## config.mk

```make
export PLATFORM = sky130hd
export DESIGN_NAME = rom_arbiter
export DESIGN_NICKNAME = d
export VERILOG_FILES = /design/src/rtl/rom_arbiter.sv
export SDC_FILE = /design/constraint.sdc
export NUM_CORES = 1
export LEC_CHECK = 0
export BUFFER_PORTS_ARGS = -buffer_cell sky130_fd_sc_hd__buf_2
export CAP_MARGIN = 25
export CELL_PAD_IN_SITES_DETAIL_PLACEMENT = 1
export CELL_PAD_IN_SITES_GLOBAL_PLACEMENT = 2
export CORE_AREA = 3 3 70 88
export DETAILED_ROUTE_END_ITERATION = 12
export DIE_AREA = 0 0 73 91
export GPL_TIMING_DRIVEN = 1
export PLACE_DENSITY_LB_ADDON = 0.1
export SLEW_MARGIN = 20
export SYNTH_ARGS = -nofsm -noshare
export SYNTH_HDL_FRONTEND = slang
export SYNTH_SLANG_ARGS = --single-unit
```

## constraint.sdc

```tcl
create_clock -name clk -period 1.6 [get_ports clk]
set_input_delay 0.16 -clock clk [delete_from_list [all_inputs] [get_ports clk]]
set_output_delay 0.16 -clock clk [all_outputs]
set_load 0.01 [all_outputs]
```

## src/rtl/rom_arbiter.sv

```systemverilog
// Round-robin arbiter sharing one asynchronous ROM read port among NREQ requesters.
// Latency: grant is combinational; the tagged response is registered, one cycle after accept.
// Backpressure: a one-hot req_ready grant per cycle; responses cannot be stalled.
module rom_arbiter #(
    parameter int NREQ  = 4,
    parameter int WIDTH = 8,
    parameter int DEPTH = 256,
    localparam int ADDRW = $clog2(DEPTH),
    localparam int IDW   = $clog2(NREQ)
) (
    input  logic                  clk,
    input  logic                  rst_n,
    input  logic [NREQ-1:0]       req_valid,
    input  logic [NREQ*ADDRW-1:0] req_addr,
    output logic [NREQ-1:0]       req_ready,
    output logic [ADDRW-1:0]      rom_addr,
    input  logic [WIDTH-1:0]      rom_data,
    output logic [NREQ-1:0]       rsp_valid,
    output logic [WIDTH-1:0]      rsp_data,
    output logic [IDW-1:0]        rsp_id
);

    logic [IDW-1:0] ptr;
    logic [IDW-1:0] gnt_idx;
    logic           gnt_any;
    logic [IDW:0]   scan;

    // Scan from ptr with modulo-NREQ wrap; first pending requester wins.
    always_comb begin
        gnt_any = 1'b0;
        gnt_idx = '0;
        scan    = '0;
        for (int k = 0; k < NREQ; k++) begin
            scan = (IDW+1)'(ptr) + (IDW+1)'(k);
            if (scan >= (IDW+1)'(NREQ)) begin
                scan = scan - (IDW+1)'(NREQ);
            end
            if (!gnt_any && req_valid[scan[IDW-1:0]]) begin
                gnt_any = 1'b1;
                gnt_idx = scan[IDW-1:0];
            end
        end
        // Reset must silence the shared port immediately, not at the next edge.
        gnt_any = gnt_any & rst_n;
    end

    always_comb begin
        req_ready = '0;
        rom_addr  = '0;
        if (gnt_any) begin
            req_ready[gnt_idx] = 1'b1;
            rom_addr           = req_addr[int'(gnt_idx)*ADDRW +: ADDRW];
        end
    end

    always_ff @(posedge clk or negedge rst_n) begin
        if (!rst_n) begin
            ptr       <= '0;
            rsp_valid <= '0;
            rsp_data  <= '0;
            rsp_id    <= '0;
        end else begin
            rsp_valid <= req_ready;
            if (gnt_any) begin
                ptr      <= (gnt_idx == IDW'(NREQ-1)) ? '0 : gnt_idx + 1'b1;
                rsp_data <= rom_data;
                rsp_id   <= gnt_idx;
            end
        end
    end

endmodule

```

==> metrics.sh, run 1 <==
RESULT_OF_THE_RUN='finished with violations'
FAILED_CHECKS='setup timing'
FINAL_NETS=253
YS_FF_LATCH=16
GRT_START_MAX_NET_PINS=19
LAYOUT-AREA-OVERHEAD-VS-SYNTH_PCT=66.05
YS_ASYNC_SR_FRACTION_PCT=100.0
DESIGN.PORTCOUNT=72
WORSTHOLDSTART='rom_data[4]'
SYNTH_COMMON_CELLS='nand2_1, dfrtp_1, mux2i_1, o22ai_1'
POWER_DENSITY_nW_PER_UM2=1162
POST_DRT_VIA_CELL_RATIO=4.321
FIN_UTIL_PCT=30.80
TOTAL_POWER_W=0.001948
INITIAL_UTILIZATION_PCT=18.55
YOSYSTOPAREACELLSHARE_PCT=39.65
IO_BUFFER_COUNT=71
START_KIND='flop'
GR_USAGE_TOTAL_PCT=9.973
MAX-VDD-IR-DROP_mV=0.3358
POST_SYNTH.CELL_AREA_AVG_UM2=9.097
TRITONCTS_NUM_SINKS=16
CLK-INSERTION-DELAY-LATE_NS=0.24
DRT_DRC_VIOLATIONS_LEFT=0
WORST_SLEW_MARGIN_REL_PCT=72.82
WORSTREG2REGEND='ptr[1]'
SYNTH-EDFF-COUNT=0
CTS_MADE_BUFFERS=3
FILLERS=658
VIAS=1145
ROUTED_WL_UM=3326
POSTSYNTHNETCOUNT=161
SETUP_WS_PRE_CTS_NS=-0.1897
DIE-AREA_UM2=6643
CP_DATA_REQUIRED_TIME_NS=1.44
CLOCK_SKEW_NS=0.001992
FIN_CRIT_SH_PCT=122.5
PLACEMENT_ROWS=30
SYNTHESIS.AREA_UM2=1010
CRIT_PATH_MAX_FANOUT=7
WIRE_LENGTH_OF_THE_FIRST_GLOBAL_ROUTING_PASS_UM=5430
POWER_LEAKAGE_nW=0.9377
MAX_CAP_VIOLATIONS=0
DIODES=0
FINALSETUPVIOLATIONS=12
TIGHTEST_SLEW_NS=0.4077
TOP_FF_CELL_SYNTH='dfrtp_1'
DRT_PASS1_ITERATIONS=4
DETAILEDPLACEMENTHPWL_UM=2834
FINAL_WEIGHTED_CONGESTION_IN_ROUTABILITY_DRIVEN_PLACEMENT=0.7624
LIBRARY_CELL_WITH_THE_LARGEST_SUMMED_AREA_AFTER_SYNTHESIS='dfrtp_1'
POST_ROUTE_CELLS_DRIVE_ABOVE_1_SHARE_PCT=55.22
CRITICAL_PATH_CLASS='flop to primary output'
WORSTHOLDPATHTYPE='input port to flop'
YOSYS.CELL_TYPES.COUNT=26
CTS-ROOT-TO-SINK-BUFFERS=2
FINAL_AREA_UM2=1677
DRTANTENNAVIOLNETS=0
COREAREA_UM2=5443
FIRST_GLOBAL_VIAS=1311
GR-TOTAL-OVERFLOW=0
CTS_ROOT_BUF='clkbuf_8'
HOLD_WS_NS=0.1054
RSZ0062_AT_GRT='true'
REGTOREGSTARTPOINT='ptr[1]'
FP.DIEW_UM=73
ANTENNA_VIOLATIONS_BEFORE_REPAIR=0
MAXSLEWVIOLCOUNT=0
FINALCRITICALPERIOD_NS=1.961
CTS_HTREE_LEVELS=1
SETUP_WS_NS=-0.3608
AVGROUTEDWIREPERCELL_UM=12.55
DRC_VIOLATION_TOTAL_AFTER_THE_FIRST_TRITONROUTE_ITERATION=41
HOLD-PATH-ENDPOINT='rsp_data[4]'
CHIPHEIGHT_UM=91
YOSYSMOSTFREQUENTCELL='nand2_1'
CTS_TREE='built'
REG2REG_SLACK_NS=0.02
CRITICAL_PATH_ARRIVAL_NS=1.80
HOLD_PATH_DEPTH=3
R2R.WORST_PATH.CELLS=7
YOSYS-TOP-CELLS-AREA='dfrtp_1, mux2i_1, nand2_1, ha_1, o22ai_1'
FINAL_HOLD_VIOL_COUNT=0
TIMING.FMAX_GHz=0.5100
SYN_INST=111
CTS.REPORTEDPATHS.CLKPINSLEW_NS=0.06
YOSYS_WARNINGS=0
CRIT_PATH_END_KIND='primary output'
POST_DP_CELL_AREA_UM2=1556
PROPORTION_OF_SYNTHESIZED_CHIP_AREA_IN_SEQUENTIAL_CELLS_PCT=39.65
-- flip-flops by register name, summed over array words and instances (netlist names) --
name	flops
rsp_valid	4
rsp_data	8
rsp_id	2
ptr	2
-- how the worst max path moves through the flow --
| stage | from | endpoint | slack (ns) | cells past startpoint |
|---|---|---|---|---|
| final | ptr[1] | rom_addr[2] | -0.36 | 7 |
| after global routing | ptr[0] | req_ready[1] | -0.46 | 7 |
| after CTS | ptr[1] | rom_addr[2] | -0.37 | 7 |
| after detailed placement | ptr[1] | rom_addr[4] | -0.19 | 7 |
| after global placement | ptr[1] | rom_addr[5] | -0.10 | 7 |
| after floorplan | ptr[1] | req_ready[0] | 0.009 | 8 |
-- power breakdown --
part | switching (W) | internal (W) | leakage, nW
sequential | 0.0000534 | 0.000489 | 0.198
clock | 0.000122 | 0.000166 | 0.0216
combinational | 0.000529 | 0.000589 | 0.718
total | 0.000704 | 0.00124 | 0.938
-- through the flow --
stage,TNS [ns],instances
5_1_grt,-5.301,265
6_report,-4.003,265
4_1_cts,-4.124,265
2_1_floorplan,0,111
3_5_place_dp,-1.880,260
3_3_place_gp,-0.9390,260
-- cell type report --
cell class                      count  area, µm²  area share [%]
Clock buffer                        3      41.29           2.463
Inverter                            4      15.01          0.8955
Multi-Input combinational cell     86      594.3           35.45
Tap cell                           64      80.08           4.776
Sequential cell                    16      401.6           23.96
Timing Repair Buffer               92      544.3           32.46
-- layer usage --
metal / part of all wire [%] / track usage, % / up-vias
met4: 1.3 / 3.385 / 0
met2: 50 / 18.43 / 61
met1: 41 / 10.93 / 511
met3: 8.2 / 1.883 / 4
met5: 0 / 0 / -
li1: - / - / 569
-- cell usage in the layout (no fill, tap or decap), types with 3 or more instances in the layout --
cell type,count
dfrtp_1,15
nand2_1,32
inv_2,3
buf_6,5
ha_1,3
buf_2,70
o22ai_1,8
clkbuf_8,3
and2_4,3
buf_4,15
a21oi_1,3
o21ai_0,4
mux2i_1,16
-- kinds of logic after synthesis --
logic type               count (synthesis)  synth area share, %
AND/OR/NAND/NOR                         45                19.46
AO/OA/AOI/OAI                           21                13.75
multiplexers                            16                15.86
flip-flops                              16                39.65
buffers and inverters                    9                6.320
adder cells (fa/ha/maj)                  4                4.957
-- critical path: stages (launching register included) --
cell and delay [ns]:
dfrtp_2 0.43, nor2b_4 0.15, o21ai_2 0.14, o221a_4 0.25, buf_6 0.15, mux2i_1 0.19, o22ai_1 0.10, buf_2 0.15
-- timing repair --
action                                  CTS  global route
buffers inserted                          1             0
resized for setup                        10             7
endpoints found under the setup margin   13            17
pin swaps                                 6             4
endpoints found under the hold margin    16             0
hold buffers                              1             0
(Power assumes the default switching activity.)
==> run 2: changes to the inputs <==
PLACE_DENSITY_LB_ADDON = 0.25   (was 0.1)
==> run 2 against run 1 <==
  * The flow still finishes with violations (setup timing)
  * Register-to-register slack worse by 0.08 ns
  * Combinational power up 16%
  * Clock skew down 0.0016 ns
  * Sequential share of layout area down 1.2 points
  * Final cell count up 1.1%
  * Non-clock buffer count up 3
  * Global-route usage up 1.2 points
  * Setup slack worse by 0.051 ns
  * Largest power group unchanged
  * Clock power up 4%
  * First-iteration DRC count up 2.4%
  * Count of clock-buffer cells in the layout unchanged
  * Hold slack worse by 0.0023 ns
  * Highest routed layer unchanged
==> metrics.sh, run 2 (synthesis gave the netlist of run 1 again) <==
RESULT_OF_THE_RUN='finished with violations'
FAILED_CHECKS='setup timing'
DP_CELLS=259  # -0.38%
DRTANTENNAVIOLNETS=0  # unchanged
SWITCHING_POWER_W=0.0007911  # +12%
MOSTFREQUENTLAYOUTCELLS='buf_2, nand2_1, buf_4, dfrtp_1, mux2i_1'
CTS_TREE='built'
REGTOREGSTARTPOINT='ptr[1]'
PLACEMENT_ROWS=30  # unchanged
INSTANCES_NO_FILL=268  # +1.1%
GRT_START_MAX_NET_PINS=17  # -2
FIN_CRIT_SH_PCT=125.7  # +3.2 points
POWER_FRAC_SEQ_PCT=25.2  # -2.6 points
MAX-VDD-IR-DROP_mV=0.4234  # +26%
CTS_ROOT_BUF='clkbuf_8'
WORSTREG2REGEND='ptr[1]'
CRITICAL_PATH.SLOWEST_CELL='dfrtp_1'
POWER_DENSITY_nW_PER_UM2=1213  # +4.4%
START_KIND='flop'
MOSTFREQUENTLAYOUTCELL='buf_2'
CLOCK_SKEW_NS=0.0003562  # -0.001635 ns
POST_DP_CELL_AREA_UM2=1562  # +0.32%
WIRE_LENGTH_OF_THE_FIRST_GLOBAL_ROUTING_PASS_UM=6030  # +11%
CRITICAL_PATH_CLASS='flop to primary output'
BIGGESTREGSBYFLOPS='rsp_data (8), rsp_valid (4)'
FINAL_AREA_UM2=1762  # +5.1%
CTS.REPORTEDPATHS.CLKPINSLEW_NS=0.06  # about the same
VIAS=1189  # +3.8%
FINAL_HOLD_VIOL_COUNT=0  # unchanged
MAX_CAP_VIOLATIONS=0  # unchanged
MAXSLEWVIOLCOUNT=0  # unchanged
FP.DIEW_UM=73  # unchanged
CTS-ROOT-TO-SINK-BUFFERS=2  # unchanged
POWER_LEAKAGE_nW=0.9605  # +2.4%
TIMING.FMAX_GHz=0.4971  # -2.5%
WORSTHOLDSTART='rom_data[1]'
CHIPHEIGHT_UM=91  # unchanged
GR-TOTAL-OVERFLOW=0  # unchanged
CRIT_PATH_MAX_INCR_DELAY_NS=0.43  # about the same
COREAREA_UM2=5443  # unchanged
DRC_VIOLATION_TOTAL_AFTER_THE_FIRST_TRITONROUTE_ITERATION=42  # +2.4%
DIE-AREA_UM2=6643  # unchanged
DRT_PASS1_ITERATIONS=4  # unchanged
INTERNAL_POWER_W=0.001345  # +8.2%
ROUTED_WL_UM=3596  # +8.1%
COMBINATIONALPOWERSHARE_PCT=60.6  # +3.2 points
FIN_TNS_SETUP_NS=-4.716  # -0.7134 ns
POST_DRT_VIA_CELL_RATIO=4.437  # +2.7%
LARGEST_REGISTER_FF_COUNT=8  # unchanged
CTS_MADE_BUFFERS=3  # unchanged
ANTENNA_VIOLATIONS_BEFORE_REPAIR=0  # unchanged
HOLD_PATH_DEPTH=3  # unchanged
SWITCHING_SHARE_PCT=37.03  # +0.87 points
WORSTHOLDPATHTYPE='input port to flop'
R2R.WORST_PATH.CELLS=7  # unchanged
REG2REG_SLACK_NS=-0.06  # -0.08 ns
INITIAL_UTILIZATION_PCT=18.55  # unchanged
SETUP_WS_PRE_CTS_NS=-0.2238  # -0.03412 ns
DRT_DRC_VIOLATIONS_LEFT=0  # unchanged
HOLD-PATH-ENDPOINT='rsp_data[1]'
CTS_HTREE_LEVELS=1  # unchanged
FINAL_WEIGHTED_CONGESTION_IN_ROUTABILITY_DRIVEN_PLACEMENT=0.7136  # -6.4%
DIODES=0  # unchanged
DESIGN.PORTCOUNT=72  # unchanged
FINALSETUPVIOLATIONS=14  # +2
TRITONCTS_NUM_SINKS=16  # unchanged
POST_ROUTE_CELLS_DRIVE_ABOVE_1_SHARE_PCT=56.86  # +1.6 points
CRITICAL_PATH_ARRIVAL_NS=1.85  # +0.05 ns
RSZ0062_AT_GRT='true'
DETAILEDPLACEMENTHPWL_UM=2890  # +2.0%
CRIT_PATH_END_KIND='primary output'
SETUP_WS_NS=-0.4115  # -0.05077 ns
CLK-INSERTION-DELAY-LATE_NS=0.24  # about the same
FINALCRITICALPERIOD_NS=2.012  # +0.05077 ns
IO_BUFFER_COUNT=71  # unchanged
POWER.SHARE.CLOCK_PCT=14.1  # -0.7 points
CP_DATA_REQUIRED_TIME_NS=1.44  # about the same
LARGEST-REGISTER='rsp_data'
TIGHTEST_SLEW_NS=0.7614  # +0.3537 ns
FINAL_NETS=256  # +1.2%
WORST_SLEW_MARGIN_REL_PCT=49.07  # -24 points
LAYOUT-AREA-OVERHEAD-VS-SYNTH_PCT=74.47
FIN_UTIL_PCT=32.37  # +1.6 points
AVGROUTEDWIREPERCELL_UM=13.42  # +6.9%
GR_USAGE_TOTAL_PCT=11.21  # +1.2 points
CRITICAL_PATH.CELL_CHAIN='nor2b_4 -> o21ai_2 -> o221a_4 -> buf_12 -> mux2i_2 -> o22ai_1 -> buf_2'
CRIT_PATH_MAX_FANOUT=6  # -1
FIRST_GLOBAL_VIAS=1365  # +4.1%
==> run 2: cell types whose count changed in the layout (fill, tap and decap cells not counted), sizes merged <==
cell	previous run	this run
buf	91	94
==> run 2: critical path: cells and delay by family (launching register included) <==
kind | cells | cell delay, ns
AOI/OAI and AO/OA | 3 | 0.50
buffers and inverters | 2 | 0.28
muxes | 1 | 0.22
and+or+nand+nor | 1 | 0.16
DFF | 1 | 0.43
==> run 2: worst max-delay path by stage <==
stage / startpoint / endpoint / slack, ns / cells past startpoint
after floorplan: ptr[1] / req_ready[0] / 0.009 / 8
after global placement: ptr[1] / req_ready[1] / -0.15 / 7
after detailed placement: ptr[1] / req_ready[1] / -0.22 / 7
after CTS: ptr[1] / rom_addr[2] / -0.41 / 7
after global routing: ptr[1] / rom_addr[5] / -0.49 / 7
final: ptr[1] / rom_addr[2] / -0.41 / 7
==> run 2: per-stage QoR <==
step           power (W)  hold WS [ns]
2_1_floorplan   0.001162       -0.1356
3_3_place_gp    0.001562        0.1614
3_5_place_dp    0.001586        0.1751
4_1_cts         0.002103        0.1016
5_1_grt         0.002303        0.1159
6_report        0.002136        0.1030
==> run 2: per-layer routing <==
| layer | global-route usage, % | vias to the layer above | routed length [µm] |
|---|---|---|---|
| met5 | 0 | - | 0 |
| met4 | 2.769 | 0 | 19 |
| met3 | 2.769 | 6 | 347 |
| met2 | 21.19 | 73 | 1825 |
| met1 | 11.91 | 534 | 1404 |
| li1 | - | 576 | - |
==> run 2: power groups by stage <==
stage	clock network (W)	registers, W	logic [W]
after floorplan	0	0.000571	0.000591
after global placement	0	0.000534	0.00103
after detailed placement	0	0.000538	0.00105
after CTS	0.000316	0.000533	0.00125
after global routing	0.000329	0.000546	0.00143
final	0.000302	0.000539	0.00130
==> run 2: what timing repair did <==
| item | 4_1_cts | 5_1_grt |
|---|---|---|
| gates resized for setup | 17 | 6 |
| hold endpoints to repair | 16 | 0 |
| buffers inserted | 3 | 1 |
| endpoints found under the setup margin | 16 | 17 |
| pin swaps | 7 | 5 |
| hold buffers | 1 | 0 |
| gates cloned | 1 | 0 |
==> run 2: area by class of cell <==
class                           count  area, µm²
Sequential cell                    16      400.4
Clock buffer                        3      41.29
Inverter                            4      20.02
Tap cell                           64      80.08
Fill cell                         664       3681
Timing Repair Buffer               95      598.1
Multi-Input combinational cell     86      621.8
